File: src/rtl/fir_sequencer.sv
// fir_sequencer: autonomous run controller for the FIR engine.
//
// Acts as an AXI-Lite master that programs the FIR for one complete run:
// data length to 0x10, NUM_TAPS coefficients to 0x20 + 4*i, then ap_start
// (0x00 = 1). It then gates the sample stream, marks the last input sample,
// counts output beats, and polls 0x00 until ap_done (bit 1) is read back.
//
// Handshake rule (all channels): a transfer happens on a clock edge where
// valid and ready are both high; a valid, once raised, stays high with stable
// payload until that edge.
//
// Ports
//   axis_clk, axis_rst_n    clock, async active-low reset
//   start, data_len         run request; length is latched when accepted
//   busy, done              run in progress / one-cycle completion pulse
//   tap_valid/ready/data    coefficient source
//   aw*, w*                 AXI-Lite write address / data channels
//   ar*, r*                 AXI-Lite read address / data channels
//   stream_en, ss_tlast     sample gating and last-sample marker
//   ss_fire, sm_fire        observed input / output stream handshakes
//   dbg_state               current FSM state
module fir_sequencer #(
  parameter int NUM_TAPS = 11,
  parameter int ADDR_W   = 12,
  parameter int DATA_W   = 32
) (
  input  logic              axis_clk,
  input  logic              axis_rst_n,
  input  logic              start,
  input  logic [DATA_W-1:0] data_len,
  output logic              busy,
  output logic              done,
  input  logic              tap_valid,
  output logic              tap_ready,
  input  logic [DATA_W-1:0] tap_data,
  output logic              awvalid,
  input  logic              awready,
  output logic [ADDR_W-1:0] awaddr,
  output logic              wvalid,
  input  logic              wready,
  output logic [DATA_W-1:0] wdata,
  output logic              arvalid,
  input  logic              arready,
  output logic [ADDR_W-1:0] araddr,
  input  logic              rvalid,
  output logic              rready,
  input  logic [DATA_W-1:0] rdata,
  output logic              stream_en,
  input  logic              ss_fire,
  input  logic              sm_fire,
  output logic              ss_tlast,
  output logic [2:0]        dbg_state
);

  typedef enum logic [2:0] {
    S_IDLE, S_WR_LEN, S_WR_TAP, S_WR_START,
    S_STREAM, S_POLL_AR, S_POLL_R, S_DONE
  } state_t;

  localparam int TAP_W = (NUM_TAPS > 1) ? $clog2(NUM_TAPS) : 1;
  localparam logic [TAP_W-1:0] LAST_TAP = TAP_W'(NUM_TAPS - 1);

  state_t              state_q, state_d;
  logic [DATA_W-1:0]   len_q, ss_cnt_q, sm_cnt_q;
  logic [TAP_W-1:0]    tap_idx_q;

  logic                chan_idle, wr_cmpl, launch;
  logic [ADDR_W-1:0]   launch_addr, tap_addr;
  logic [DATA_W-1:0]   launch_data;

  // Only ap_done is of interest in the status word.
  logic unused_rdata;
  assign unused_rdata = ^{rdata[DATA_W-1:2], rdata[0]};

  assign chan_idle = ~awvalid & ~wvalid;
  // Completes on the edge where the last outstanding channel is accepted;
  // the two channels may finish on different edges.
  assign wr_cmpl   = ~chan_idle & ~(awvalid & ~awready) & ~(wvalid & ~wready);
  assign tap_addr  = ADDR_W'(32'h20) + ADDR_W'({tap_idx_q, 2'b00});

  assign busy      = (state_q != S_IDLE);
  assign done      = (state_q == S_DONE);
  assign arvalid   = (state_q == S_POLL_AR);
  assign araddr    = '0;
  assign rready    = (state_q == S_POLL_R);
  assign stream_en = (state_q == S_STREAM) && (ss_cnt_q < len_q);
  assign ss_tlast  = stream_en && (ss_cnt_q == len_q - DATA_W'(1));
  assign dbg_state = state_q;

  always_comb begin
    state_d     = state_q;
    launch      = 1'b0;
    launch_addr = '0;
    launch_data = '0;
    tap_ready   = 1'b0;
    case (state_q)
      S_IDLE: begin
        if (start && (data_len != '0)) state_d = S_WR_LEN;
      end
      S_WR_LEN: begin
        // The channel stays busy until completion moves the state on,
        // so chan_idle alone prevents a second launch.
        launch      = chan_idle;
        launch_addr = ADDR_W'(32'h10);
        launch_data = len_q;
        if (wr_cmpl) state_d = S_WR_TAP;
      end
      S_WR_TAP: begin
        tap_ready   = tap_valid && chan_idle;
        launch      = tap_ready;
        launch_addr = tap_addr;
        launch_data = tap_data;
        if (wr_cmpl && (tap_idx_q == LAST_TAP)) state_d = S_WR_START;
      end
      S_WR_START: begin
        launch      = chan_idle;
        launch_addr = '0;
        launch_data = DATA_W'(1);
        if (wr_cmpl) state_d = S_STREAM;
      end
      S_STREAM: begin
        if (sm_cnt_q == len_q) state_d = S_POLL_AR;
      end
      S_POLL_AR: begin
        if (arready) state_d = S_POLL_R;
      end
      S_POLL_R: begin
        if (rvalid) state_d = rdata[1] ? S_DONE : S_POLL_AR;
      end
      S_DONE: begin
        state_d = S_IDLE;
      end
      default: state_d = S_IDLE;
    endcase
  end

  always_ff @(posedge axis_clk or negedge axis_rst_n) begin
    if (!axis_rst_n) begin
      state_q   <= S_IDLE;
      len_q     <= '0;
      ss_cnt_q  <= '0;
      sm_cnt_q  <= '0;
      tap_idx_q <= '0;
      awvalid   <= 1'b0;
      wvalid    <= 1'b0;
      awaddr    <= '0;
      wdata     <= '0;
    end else begin
      state_q <= state_d;

      if (launch) begin
        awvalid <= 1'b1;
        wvalid  <= 1'b1;
        awaddr  <= launch_addr;
        wdata   <= launch_data;
      end else begin
        if (awvalid && awready) awvalid <= 1'b0;
        if (wvalid && wready)   wvalid  <= 1'b0;
      end

      if ((state_q == S_IDLE) && start && (data_len != '0)) begin
        len_q     <= data_len;
        ss_cnt_q  <= '0;
        sm_cnt_q  <= '0;
        tap_idx_q <= '0;
      end

      // Index advances after its write completes, except on the last tap.
      if ((state_q == S_WR_TAP) && wr_cmpl && (tap_idx_q != LAST_TAP))
        tap_idx_q <= tap_idx_q + TAP_W'(1);

      if (state_q == S_STREAM) begin
        if (stream_en && ss_fire)          ss_cnt_q <= ss_cnt_q + DATA_W'(1);
        if (sm_fire && (sm_cnt_q < len_q)) sm_cnt_q <= sm_cnt_q + DATA_W'(1);
      end
    end
  end

endmodule

File: config.mk
export PLATFORM = sky130hd
export DESIGN_NAME = fir_sequencer
export DESIGN_NICKNAME = d
export VERILOG_FILES = /design/src/rtl/fir_sequencer.sv
export SDC_FILE = /design/constraint.sdc
export NUM_CORES = 1
export LEC_CHECK = 0
export CORE_MARGIN = 8
export CORE_UTILIZATION = 39
export CTS_BUF_LIST = sky130_fd_sc_hd__clkbuf_16
export CTS_CLUSTER_SIZE = 10
export DETAILED_ROUTE_END_ITERATION = 8
export HOLD_SLACK_MARGIN = 0.08
export PLACE_DENSITY = 0.76
export SLEW_MARGIN = 20
export SYNTH_ARGS = -nofsm -noshare
export SYNTH_HDL_FRONTEND = slang
export SYNTH_SLANG_ARGS = --single-unit
File: constraint.sdc
create_clock -name axis_clk -period 3.15 [get_ports axis_clk]
set_clock_uncertainty 0.2 [all_clocks]
set_input_delay 0.63 -clock axis_clk [delete_from_list [all_inputs] [get_ports axis_clk]]
set_output_delay 0.63 -clock axis_clk [all_outputs]
set_load 0.005 [all_outputs]
==> results of run 1 <==
-- timing repair --
action / 4_1_cts / 5_1_grt
hold endpoints to repair: 47 / 0
cloned: 3 / 3
buffers inserted: 9 / 18
endpoints found under the setup margin: 58 / 61
pin swaps: 17 / 38
hold buffers: 1 / 0
gates resized for setup: 47 / 79
-- through the flow --
step           TNS [ns]  util, %  total power (W)
2_1_floorplan   -0.1564        -         0.002571
3_3_place_gp     -10.17    52.31         0.003088
3_5_place_dp     -7.985    52.43         0.003125
4_1_cts          -1.611    55.82         0.005006
5_1_grt          -12.10    57.87         0.005339
6_report         -5.806    57.87         0.005128
-- final cells by class --
type / instances / area (µm²) / share of cell area (%)
Timing Repair Buffer: 339 / 3088 / 22.67
Multi-Input combinational cell: 809 / 5862 / 43.03
Clock buffer: 17 / 425.4 / 3.123
Tap cell: 319 / 399.1 / 2.930
Clock inverter: 14 / 97.59 / 0.7164
Inverter: 51 / 196.4 / 1.442
Sequential cell: 142 / 3555 / 26.09
-- where the power goes --
part	leakage [nW]	total (W)	switching [W]	internal [W]
Combinational	4.38	0.00124	0.000627	0.000611
Sequential	1.82	0.00207	0.000141	0.00193
Clock	0.247	0.00182	0.000819	0.000999
-- layer usage --
layer	GRT usage (%)	vias up	share of wire, %
met2	34.63	367	47
li1	-	4394	-
met4	7.335	0	3.2
met5	0	-	0
met3	3.088	80	6.6
met1	27.08	4537	43
-- state kept, by name, indices dropped and copies added, names as in the netlist --
| name | flops |
|---|---|
| len_q | 32 |
| sm_cnt_q | 32 |
| ss_cnt_q | 32 |
| wdata | 32 |
| awaddr | 5 |
| tap_idx_q | 4 |
| dbg_state | 3 |
| awvalid | 1 |
| wvalid | 1 |
-- cells in the final DEF (no fill, tap or decap), types with 8 or more instances in the layout --
| cell type | n |
|---|---|
| nor4_1 | 14 |
| xnor2_1 | 34 |
| nand3_1 | 15 |
| a22oi_1 | 31 |
| clkdlybuf4s50_1 | 120 |
| nand4_1 | 51 |
| nand2_1 | 154 |
| nand2b_1 | 10 |
| xor2_1 | 8 |
| conb_1 | 19 |
| a21o_1 | 25 |
| and3_1 | 30 |
| clkbuf_16 | 19 |
| mux2i_1 | 52 |
| nor3_1 | 9 |
| o21ai_0 | 88 |
| buf_4 | 179 |
| dfrtp_1 | 141 |
| a21oi_1 | 21 |
| nand3_2 | 14 |
| ha_1 | 62 |
| buf_6 | 28 |
| nor2_1 | 31 |
| inv_1 | 47 |
-- kinds of logic (layout without fill, tap and decap cells) --
family	Yosys count	after routing	share of synthesized area, %
and+or+nand+nor	395	395	21.93
AOI/OAI and AO/OA	224	224	15.14
DFF	142	142	37.89
buffers and inverters	116	421	5.483
adders and majority gates	69	69	9.205
muxes	56	56	6.017
xor gates and xnor gates	46	46	4.296
other	1	19	0.03998
-- how the worst min path moves through the flow --
stage               startpoint         to  slack [ns]  cells after the start
finish               wdata[28]  wdata[28]        0.28                      2
CTS                  wdata[22]  wdata[22]        0.28                      2
global placement     awaddr[5]  awaddr[5]        0.25                      2
floorplan           axis_rst_n  awaddr[2]        0.13                      0
detailed placement   wdata[25]  wdata[25]        0.27                      2
global route         wdata[23]  wdata[23]        0.30                      2
-- worst min-delay path: cells and delay by family, from the launching register on --
kind | cells | cell delay, ns
compound gates | 1 | 0.06
flops | 1 | 0.34
simple gates | 1 | 0.05
==> impl_metrics.json, run 1 <==
{
  "grt_pass1_wl_um": 48050,
  "synth_cell_types": 67,
  "placed_area_mm2": 0.01234,
  "hold_slack_ns": 0.2751,
  "drc": 0,
  "slew_headroom_pct": 45.56,
  "crit_family": "simple AND/OR/NAND/NOR gates",
  "max_freq_mhz": 244.2,
  "cts_tree": "built",
  "layout-drive-gt1-share_pct": 25.36,
  "synth_seq_area_share_pct": 37.89,
  "async_flop_share_pct": 100.0,
  "crit_fanout": 6,
  "r2r-end": "sm_cnt_q[26]",
  "io_pins": 174,
  "wl_per_cell_um": 18.86,
  "clk_path_buf_depth": 2,
  "final.fill_count": 1945,
  "grt_pass1_vias": 9112,
  "clock-sinks": 142,
  "total_leakage_power_nw": 6.450,
  "slowest_delay_ns": 0.57,
  "fin_crit_sh_pct": 130.0,
  "path_depth": 11,
  "ys_ff_latch": 142,
  "io_buffers": 123,
  "final_max_slew_viol_count": 0,
  "path_common_cell": "nand4_1",
  "drv_cap": 0,
  "dieHeight_um": 171.1,
  "endpoint": "ss_tlast",
  "syn_inst": 1049,
  "grt-ovfl-total": 0,
  "fin_nets": 1535,
  "track_usage_pct": 20.79,
  "stdcell_count": 1691,
  "syn-cell-area_mm2": 0.009379,
  "synthMostInstantiatedCell": "nand2_1",
  "clock_latency_ns": 0.43,
  "numCtsBuffers": 17,
  "avgViaCountPerCell": 5.546,
  "rsz0062_at_grt": "yes",
  "core_region_area_mm2": 0.02354,
  "period_minus_slack_ns": 4.096,
  "fp.dieArea_mm2": 0.02927,
  "synthFlopType": "dfrtp_1",
  "cts_root_buffer": "clkbuf_16",
  "ff2ff_path_depth": 17,
  "cts.htree.levels": 4,
  "worstSetupPathType": "reg2out",
  "cp_slowest_cell": "or4_4",
  "synth_edf_count": 0,
  "synth_top_area_share_pct": 37.89,
  "dr.pass1.iters": 5,
  "r2r_setup_slack_ns": -0.25,
  "finalSetupViolations": 52,
  "setup_ws_ns": -0.9456,
  "tightest_slew_ns": 0.8167,
  "crit_required_ns": 2.32,
  "globalplace.congestion": 0.8868,
  "postRouteAntennaNets": 0,
  "endpoint_kind": "output port",
  "num_antenna_cells": 0,
  "dp_hpwl_um": 23710,
  "dieWidth_um": 171.1,
  "area_growth_pct": 45.25,
  "hold_violations": 0,
  "final_area_mm2": 0.01362,
  "ys_top_cells_by_count": "nand2_1 (157), dfrtp_1 (142), o21ai_0 (91), ha_1 (69), mux2i_1 (53)",
  "crit_path_start": "len_q[0]",
  "row_count": 56,
  "critPathBufInv": 2,
  "drt-initial-drc-count": 763,
  "holdCritPathClass": "reg2reg",
  "totalWireLength_um": 31890,
  "status": "complete, but fails checks",
  "yosys-top-cells-area": "dfrtp_1 (38%), ha_1 (9.2%), nand2_1 (6.3%), mux2i_1 (5.7%), o21ai_0 (4.9%)",
  "violations": "setup timing",
  "max-vdd-ir-drop_mv": 0.3780,
  "arrival_ns": 3.27,
  "clkTransAtPathRegs_ns": 0.06,
  "crit_path_cell_trace": "inv_2 > ha_4 > nor2b_4 > a31oi_1 > a2111oi_2 > nand4_1 > or4_4 > a211oi_2 > nand4_1 > nor4b_2 > buf_2",
  "avgSynthCellArea_um2": 8.941,
  "place_ws_ns": -1.044,
  "initial_utilization_pct": 39.84,
  "dp_cells": 1635,
  "critPathLaunchType": "register",
  "grt_max_degree": 77,
  "yosys_warnings": 0,
  "reg2reg_from": "len_q[5]",
  "powerDensity_mw_per_mm2": 376.4,
  "num_vias": 9378,
  "yosys.area.top_type": "dfrtp_1",
  "antenna_found_initial": 0
}
No activity file was read; power rests on OpenSTA's default activity.
==> inputs of run 2 (changes only) <==
--- a/config.mk
+++ b/config.mk
@@ -5,6 +5,7 @@
 export SDC_FILE = /design/constraint.sdc
 export NUM_CORES = 1
 export LEC_CHECK = 0
+export CAP_MARGIN = 20
 export CORE_MARGIN = 8
 export CORE_UTILIZATION = 39
 export CTS_BUF_LIST = sky130_fd_sc_hd__clkbuf_16
==> results of run 2 <==
The final DEF is identical to that of run 1; final timing and power are the same.
==> inputs of run 3 (changes only) <==
--- a/config.mk
+++ b/config.mk
@@ -11,7 +11,7 @@
 export CTS_BUF_LIST = sky130_fd_sc_hd__clkbuf_16
 export CTS_CLUSTER_SIZE = 10
 export DETAILED_ROUTE_END_ITERATION = 8
-export HOLD_SLACK_MARGIN = 0.08
+export HOLD_SLACK_MARGIN = 0.03
 export PLACE_DENSITY = 0.76
 export SLEW_MARGIN = 20
 export SYNTH_ARGS = -nofsm -noshare
==> results of run 3 <==
The final DEF is identical to that of run 1; final timing and power are the same.
